==> config.mk <==
export PLATFORM = sky130hd
export DESIGN_NAME = seg7_scan_ctrl
export DESIGN_NICKNAME = d
export VERILOG_FILES = /design/src/rtl/seg7_pkg.sv /design/src/rtl/scan_timebase.sv /design/src/rtl/seg7_scan_ctrl.sv
export SDC_FILE = /design/constraint.sdc
export NUM_CORES = 1
export LEC_CHECK = 0
export BUFFER_PORTS_ARGS = -buffer_cell sky130_fd_sc_hd__buf_2
export CAP_MARGIN = 5
export CORE_MARGIN = 8
export CORE_UTILIZATION = 55
export DETAILED_ROUTE_END_ITERATION = 16
export PLACE_DENSITY = 0.74
export SETUP_SLACK_MARGIN = 0.2
export SYNTH_ARGS = -nofsm -noshare
export SYNTH_HDL_FRONTEND = slang
export SYNTH_HIERARCHICAL = 1
export SYNTH_SLANG_ARGS = --single-unit
==> constraint.sdc <==
create_clock -name clk -period 5.51 [get_ports clk]
set_input_delay 0.8265 -clock clk [delete_from_list [all_inputs] [get_ports clk]]
set_output_delay 0.8265 -clock clk [all_outputs]
set_load 0.02 [all_outputs]
==> src/rtl/seg7_pkg.sv <==
// Shared constants and helpers for the multiplexed seven-segment scanner.
// Firmware and benches use the same glyph table.
package seg7_pkg;

    localparam int DEF_NUM_DIGITS = 10;
    localparam int DEF_SEG_W      = 8;
    localparam int DEF_PRESCALE   = 1000;
    localparam int DEF_BRIGHT_W   = 4;

    // Widest digit count the decode helper supports.
    localparam int MAX_DIGITS = 32;

    // The decode is built at MAX_DIGITS width.
    // Callers truncate it to their own NUM_DIGITS.
    function automatic logic [MAX_DIGITS-1:0] onehot_sel(input logic [31:0] idx);
        return MAX_DIGITS'(1) << idx;
    endfunction

    // Hex glyphs 0-F.
    // Bit order is {dp, g, f, e, d, c, b, a}, and segments are active high.
    localparam logic [7:0] SEG7_GLYPH [16] = '{
        8'h3F, 8'h06, 8'h5B, 8'h4F, 8'h66, 8'h6D, 8'h7D, 8'h07,
        8'h7F, 8'h6F, 8'h77, 8'h7C, 8'h39, 8'h5E, 8'h79, 8'h71
    };

endpackage

==> src/rtl/scan_timebase.sv <==
// Slot prescaler, digit index and free-running PWM counter for the scanner.
// Also produces the slot-start and frame-end strobes.
module scan_timebase
    import seg7_pkg::*;
#(
    parameter int  NUM_DIGITS = DEF_NUM_DIGITS,
    parameter int  PRESCALE   = DEF_PRESCALE,
    parameter int  BRIGHT_W   = DEF_BRIGHT_W,
    localparam int IDX_W      = $clog2(NUM_DIGITS),
    localparam int PRE_W      = $clog2(PRESCALE)
) (
    input  logic                clk,
    input  logic                rst_n,
    output logic [IDX_W-1:0]    idx_o,
    output logic [BRIGHT_W-1:0] pwm_cnt_o,
    output logic                slot_start_o,
    output logic                frame_end_o
);

    logic [PRE_W-1:0]    pre_cnt_q, pre_cnt_d;
    logic [IDX_W-1:0]    idx_q, idx_d;
    logic [BRIGHT_W-1:0] pwm_cnt_q, pwm_cnt_d;
    logic                pre_wrap;
    logic                idx_last;

    always_comb begin
        // NOTE: every variable written here gets a default first, so no path can infer a latch.
        pre_wrap  = (pre_cnt_q == PRE_W'(PRESCALE - 1));
        idx_last  = (idx_q == IDX_W'(NUM_DIGITS - 1));
        pre_cnt_d = pre_cnt_q + PRE_W'(1);
        idx_d     = idx_q;
        pwm_cnt_d = pwm_cnt_q + BRIGHT_W'(1);
        if (pre_wrap) begin
            pre_cnt_d = '0;
            idx_d     = idx_last ? '0 : idx_q + IDX_W'(1);
        end
    end

    always_ff @(posedge clk or negedge rst_n) begin
        if (!rst_n) begin
            pre_cnt_q <= '0;
            idx_q     <= '0;
            pwm_cnt_q <= '0;
        end else begin
            // NOTE: sequential state uses non-blocking assignments, so every register samples pre-edge values.
            pre_cnt_q <= pre_cnt_d;
            idx_q     <= idx_d;
            pwm_cnt_q <= pwm_cnt_d;
        end
    end

    assign idx_o        = idx_q;
    assign pwm_cnt_o    = pwm_cnt_q;
    assign slot_start_o = (pre_cnt_q == '0);
    assign frame_end_o  = pre_wrap && idx_last;

endmodule

==> src/rtl/seg7_scan_ctrl.sv <==
// Multiplexed seven-segment scanner: a double-buffered digit image with tear-free frame swaps,
// PWM brightness and a blank first cycle in every slot.
module seg7_scan_ctrl
    import seg7_pkg::*;
#(
    parameter int  NUM_DIGITS = DEF_NUM_DIGITS,
    parameter int  SEG_W      = DEF_SEG_W,
    parameter int  PRESCALE   = DEF_PRESCALE,
    parameter int  BRIGHT_W   = DEF_BRIGHT_W,
    localparam int AW         = $clog2(NUM_DIGITS)
) (
    input  logic                  clk,
    input  logic                  rst_n,
    input  logic                  enable,
    input  logic                  wr_en,
    input  logic [AW-1:0]         wr_addr,
    input  logic [SEG_W-1:0]      wr_data,
    input  logic                  swap,
    input  logic [BRIGHT_W-1:0]   brightness,
    output logic [NUM_DIGITS-1:0] sel,
    output logic [SEG_W-1:0]      segm,
    output logic                  frame_tick,
    output logic                  swap_pending
);

    logic [AW-1:0]         idx;
    logic [BRIGHT_W-1:0]   pwm_cnt;
    logic                  slot_start;
    logic                  frame_end;

    logic [SEG_W-1:0]      shadow_q [NUM_DIGITS];
    logic [SEG_W-1:0]      active_q [NUM_DIGITS];

    logic                  wr_hit;
    logic                  do_copy;
    logic                  lit;
    logic [NUM_DIGITS-1:0] sel_q, sel_d;
    logic [SEG_W-1:0]      segm_q, segm_d;
    logic                  frame_tick_q, frame_tick_d;
    logic                  swap_pending_q, swap_pending_d;

    scan_timebase #(
        .NUM_DIGITS (NUM_DIGITS),
        .PRESCALE   (PRESCALE),
        .BRIGHT_W   (BRIGHT_W)
    ) u_timebase (
        .clk          (clk),
        .rst_n        (rst_n),
        .idx_o        (idx),
        .pwm_cnt_o    (pwm_cnt),
        .slot_start_o (slot_start),
        .frame_end_o  (frame_end)
    );

    always_comb begin
        wr_hit  = wr_en && ({1'b0, wr_addr} < (AW + 1)'(NUM_DIGITS));
        // A swap that arrives on the frame-end edge is served by that same copy.
        do_copy = frame_end && (swap_pending_q || swap);
        swap_pending_d = frame_end ? 1'b0 : (swap_pending_q || swap);
        frame_tick_d   = frame_end;

        lit    = enable && !slot_start && (pwm_cnt <= brightness);
        sel_d  = '0;
        segm_d = '0;
        if (lit) begin
            sel_d  = NUM_DIGITS'(onehot_sel(32'(idx)));
            segm_d = active_q[idx];
        end
    end

    // NOTE: both banks are reset explicitly, so the display is guaranteed blank after rst_n.
    always_ff @(posedge clk or negedge rst_n) begin
        if (!rst_n) begin
            for (int i = 0; i < NUM_DIGITS; i++) begin
                shadow_q[i] <= '0;
                active_q[i] <= '0;
            end
        end else begin
            if (do_copy) begin
                for (int i = 0; i < NUM_DIGITS; i++) begin
                    active_q[i] <= shadow_q[i];
                end
            end
            if (wr_hit) begin
                shadow_q[wr_addr] <= wr_data;
            end
        end
    end

    always_ff @(posedge clk or negedge rst_n) begin
        if (!rst_n) begin
            sel_q          <= '0;
            segm_q         <= '0;
            frame_tick_q   <= 1'b0;
            swap_pending_q <= 1'b0;
        end else begin
            sel_q          <= sel_d;
            segm_q         <= segm_d;
            frame_tick_q   <= frame_tick_d;
            swap_pending_q <= swap_pending_d;
        end
    end

    assign sel          = sel_q;
    assign segm         = segm_q;
    assign frame_tick   = frame_tick_q;
    assign swap_pending = swap_pending_q;

endmodule

## Word level (Yosys, flattened, before mapping)

Cells that the tools add are included.

- Bits in registers: 198
- Input port bits: 21
- Output and inout port bits: 20
- Logic and storage cells: 60

- Add/subtract/negate cells: 3
- Order comparisons: 5
- Equal/unequal tests: 2
- Shift-type cells: 1
- Muxes and demuxes: 11
- Bitwise operators: 2
- Reductions and logical operators: 9

Operator list:

| operator | count |
|---|---|
| bitwise mux 80 bit | 1 |
| binary-select mux 8 bit (select 4 bit) | 1 |
| demux 8 bit (select 4 bit) | 1 |
| 2-to-1 mux 8 bit | 4 |
| 2-to-1 mux 10 bit | 2 |
| adder 10 x 1 -> 10 bit, second input constant | 1 |
| == test 10 bit, second input constant | 1 |
| greater-or-equal comparator 5 bit, second input constant | 2 |
| logical NOT 10 bit | 1 |
| NOT 4 -> 5 bit | 2 |
| << shifter 1 x 4 -> 10 bit, first input constant | 1 |
| adder 4 x 1 -> 4 bit, second input constant | 2 |
| logical AND 1 bit | 6 |
| < comparator 5 x 1 -> 1 bit, second input constant | 1 |
| == test 4 bit, second input constant | 1 |
| less-or-equal comparator 4 bit | 1 |
| < comparator 4 bit, second input constant | 1 |
| 2-to-1 mux 4 bit | 1 |
| logical NOT 1 bit | 1 |
| logical OR 1 bit | 1 |
| 2-to-1 mux 1 bit | 1 |

## Depth between registers and ports, before layout

- Depth after elaboration: 6
- Gate-level depth with buffers: 8
- Mapped depth without buffers: 7

## Hierarchy

The synthesis kept the hierarchy.

Modules (own cells, without submodules):

| module | times used | cells an instance | area an instance (um^2) |
|---|---|---|---|
| seg7_scan_ctrl | 1 | 475 | 7,472.2 |
| scan_timebase | 1 | 78 | 843.3 |

## Worst setup path before layout

OpenSTA, ideal clock, no wires.

- Path kind: in2reg
- Start point: in brightness[1]
- End point: reg sel_q[7], in the netlist sel[7]
- Setup time: 86 ps
- Arrival: 2,107 ps
- Data required time: 5,424 ps
- Slack: 3,317 ps
- Cell stages on the path: 7
- Path through: inv_1 > ha_1 > nor2b_1 > o2111ai_1 > nand4b_1 > buf_4 > nor3_1

- Cells in the longest elaborated chain, start to end: 3

Ends and longest elaborated chain:

| what | line | RTL |
|---|---|---|
| from (decl) | seg7_scan_ctrl.sv:19 | `input logic [BRIGHT_W-1:0] brightness,` |
| less-or-equal comparator 4 bit | seg7_scan_ctrl.sv:62 | `lit = enable && !slot_start && (pwm_cnt <= brightness);` |
| logical AND 1 bit | seg7_scan_ctrl.sv:62 |  |
| 2-to-1 mux 10 bit | seg7_scan_ctrl.sv:65 | `if (lit) begin` |
| net sel_d[7] | seg7_scan_ctrl.sv:37 | `logic [NUM_DIGITS-1:0] sel_q, sel_d;` |
| to (signal assigned) | seg7_scan_ctrl.sv:97 | `sel_q <= sel_d;` |
| to (decl) | seg7_scan_ctrl.sv:37 |  |

The timed path passes the listed nets, and every way through them passes these cells.
A chain may end at the register's enable or synchronous reset.

## Final worst setup path

- Start point: reg u_timebase.pre_cnt_q[0]
- End point: reg active_q[9] in the netlist's numbering

- Cells in the longest elaborated chain, start to end: 3

Ends and longest elaborated chain:

| what | line | RTL |
|---|---|---|
| from (decl) | scan_timebase.sv:20 | `logic [PRE_W-1:0] pre_cnt_q, pre_cnt_d;` |
| from (signal assigned) | scan_timebase.sv:46 | `pre_cnt_q <= pre_cnt_d;` |
| == test 10 bit | scan_timebase.sv:28 | `pre_wrap = (pre_cnt_q == PRE_W'(PRESCALE - 1));` |
| logical AND 1 bit | scan_timebase.sv:55 | `assign frame_end_o = pre_wrap && idx_last;` |
| net frame_end | seg7_scan_ctrl.sv:29 | `logic frame_end;` |
| logical AND 1 bit | seg7_scan_ctrl.sv:58 | `do_copy = frame_end && (swap_pending_q \|\| swap);` |
| to (signal, indexed assignment) | seg7_scan_ctrl.sv:81 | `active_q[i] <= shadow_q[i];` |
| to (decl) | seg7_scan_ctrl.sv:32 | `logic [SEG_W-1:0] active_q [NUM_DIGITS];` |

The timed path passes the listed nets, and every way through them passes these cells.

==> impl_metrics.py <==
metrics = {
    "global_routing": {
        "grt_pass1_wl_um": 26300,
        "grt_start_max_net_pins": 111,
        "grt_overflow": 0,
        "grt_pass1_vias": 4891,
        "grt_util_all_layers_pct": 17.4,
        "antenna_found_initial": 0,
    },
    "status": {
        "outcome": "completed",
    },
    "run": {
        "max_cap_viol_count": 0,
    },
    "route": {
        "vias_per_cell": 5.77,
        "wl_um": 15900,
        "dr.pass1.iters": 5,
        "route.detailed.drc": 0,
        "dr.first_iter.drc_count": 295,
        "final_antenna_net_count": 0,
        "routedWlPerCell_um": 20.2,
        "num_vias": 4551,
    },
    "setup_path": {
        "crit_path_end_kind": "flip-flop",
        "cp_data_required_time_ns": 5.82,
        "reg2reg_to": "active_q[9]",
        "critical_path_class": "reg -> reg",
        "cp_max_fo": 80,
        "regToRegSetupSlack_ns": 2.71,
        "worst_ep_arrival_time_ns": 3.11,
        "reg2regPathDepth": 7,
        "reg2reg_from": "u_timebase/pre_cnt_q[0]",
        "startpoint_type": "flip-flop",
    },
    "placement": {
        "place_inst": 757,
        "dp_slack_ns": 2.72,
        "place_area_um2": 8630,
        "gp_congestion": 0.738,
        "numPortBuffers": 40,
        "place_hpwl_um": 9840,
    },
    "synth": {
        "synth_cell_types": 46,
        "synth-main-ff-cell": "dfrtp_1",
        "yosys_register_bits": 198,
        "synth_seq_area_share_pct": 59.6,
        "syn_area_um2": 8320,
        "syn_inst": 553,
        "async_reset_ff_share_pct": 100,
        "synth_edf_count": 0,
        "synth_nets": 581,
        "synth_top_area_share_pct": 59.6,
        "synthTopCellsByArea": "dfrtp_1 (60%), mux2_2 (22%), mux4_1 (2.5%)",
        "ys_warn_count": 6,
        "synth_top_area_cell": "dfrtp_1",
        "avgSynthCellArea_um2": 15.0,
    },
    "clock_tree": {
        "cts_hold_buffers": 0,
        "htreeDepth": 4,
        "cts_tree": "yes",
        "clkTransAtPathRegs_ns": 0.07,
        "cts_inserted_buffers": 17,
        "post_cts_resized": 0,
        "clkLatencyLatePin_ns": 0.43,
        "post_cts_buffers": 0,
        "clk_path_buf_depth": 2,
        "clock-sinks": 198,
        "cts-root-buf": "clkbuf_16",
    },
    "layout": {
        "n_fill_cell": 1120,
        "design_area_um2": 9180,
        "area_growth_pct": 10.4,
        "fin_nets": 616,
        "drive_gt1_share_pct": 43.3,
        "utilization_pct": 61.3,
        "final_cells": 789,
        "diodes": 0,
    },
    "timing": {
        "rsz0062_at_grt": "no",
        "setup_viol": 0,
        "setup_tns_ns": 0,
        "fin_crit_sh_pct": 50.8,
        "finalMaxSlewViolations": 0,
        "skew_ns": 0.00671,
        "setup_ws_ns": 2.71,
        "fmax_mhz": 357,
        "hold_viol": 0,
        "slew-limit-headroom_pct": 16.4,
        "fin_crit_ns": 2.80,
        "tightest_slew_ns": 1.25,
    },
    "die": {
        "dieHeight_um": 139,
        "chipWidth_um": 139,
        "pin_count": 41,
        "coreArea_um2": 15000,
        "rows": 45,
        "start_util_pct": 55.5,
        "dieArea_um2": 19300,
    },
    "hold_path": {
        "holdPathEnd": "u_timebase/pwm_cnt_o[3]",
        "hold_start": "u_timebase/pwm_cnt_o[3]",
        "hold_path_class": "reg -> reg",
        "holdPathStages": 1,
    },
    "power_and_ir_drop": {
        "powerDensity_nw_per_um2": 328,
        "p_leak_nw": 4.42,
        "peakVddDrop_v": 0.000241,
    },
}
## cell families (layout without fill, tap and decap cells)
group / count (synthesis) / count (layout) / share of synthesized area [%]
and+or+nand+nor: 79 / 79 / 5.34
buffers and inverters: 38 / 86 / 2.54
AOI/OAI and AO/OA: 29 / 29 / 2.00
xor gates and xnor gates: 9 / 9 / 0.948
DFF: 198 / 198 / 59.6
muxes: 193 / 193 / 28.5
adders and majority gates: 7 / 7 / 1.05
## per-layer routing
layer	vias up	wire length, um	GRT usage [%]
met2	95	7670	27.6
li1	2055	-	-
met3	12	719	4.41
met1	2389	7420	23.2
met5	-	0	0
met4	0	108	5.37
## Yosys cell counts (3+ instances only)
cell type / number
buf_2: 12
nand3_1: 7
buf_1: 9
nor3_1: 6
o21ai_0: 12
o21ai_1: 9
mux4_2: 8
mux2i_1: 9
nand2_1: 11
xor2_1: 4
buf_4: 3
mux4_1: 8
nand4_1: 3
nor2_1: 19
xnor2_1: 5
nor2b_1: 3
mux2_2: 166
inv_1: 8
dfrtp_1: 198
nand2b_1: 6
nor4_1: 6
ha_1: 7
## registers in the layout (all words and copies together), names as in the netlist
register and cells:
active_q 80, shadow_q 80, sel 10, u_timebase/pre_cnt_q 10, segm 8, u_timebase/idx_o 4
u_timebase/pwm_cnt_o 4, frame_tick 1, swap_pending 1
## per-stage QoR
stage                     hold WS, ns  total power (W)
after global placement          0.464          0.00186
after floorplan                 0.442          0.00180
final                           0.479          0.00302
after global routing            0.505          0.00314
after detailed placement        0.468          0.00188
after CTS                       0.481          0.00304
## area by class of cell
| class | count | area (um2) | share of cell area (%) |
|---|---|---|---|
| clock buffer | 19 | 443 | 4.82 |
| inverter | 8 | 30.0 | 0.327 |
| multi-input combinational | 317 | 3160 | 34.4 |
| sequential | 198 | 4950 | 54.0 |
| timing repair buffer | 46 | 254 | 2.77 |
| clock inverter | 13 | 106 | 1.16 |
| tap | 188 | 235 | 2.56 |
## worst max-delay path: stages (launching register included)
cell and delay [ns]:
dfrtp_1 0.42, ha_1 0.27, and4bb_1 0.24, nand4_1 0.22
nor3_1 0.14, o21ai_4 0.11, buf_4 0.81, mux2_2 0.43
## cells in the final DEF, fill, tap and decap left out, types with 9 or more instances in the layout
| master | count |
|---|---|
| dfrtp_1 | 198 |
| o21ai_0 | 12 |
| clkbuf_16 | 17 |
| buf_2 | 39 |
| mux2_2 | 166 |
| nand2_1 | 11 |
| nor2_1 | 19 |
| mux2i_1 | 9 |
## where the power goes
group          leakage [nW]  internal, W  switching [W]  total, W
Sequential             2.60      0.00159      0.0000680   0.00166
Combinational          1.54     0.000111      0.0000850  0.000196
Clock                 0.273     0.000632       0.000530   0.00116
Total                  4.42      0.00233       0.000683   0.00302
## how the worst max path moves through the flow
stage	startpoint	to	slack, ns
global placement	u_timebase/pre_cnt_q[0]	active_q[73]	2.79
finish	u_timebase/pre_cnt_q[0]	active_q[9]	2.71
floorplan	brightness[1]	sel[7]	3.32
global route	u_timebase/pre_cnt_q[0]	active_q[9]	2.52
CTS	u_timebase/pre_cnt_q[0]	active_q[9]	2.70
detailed placement	brightness[1]	sel[0]	2.72
Note: power is estimated with default switching activity, not from simulation.
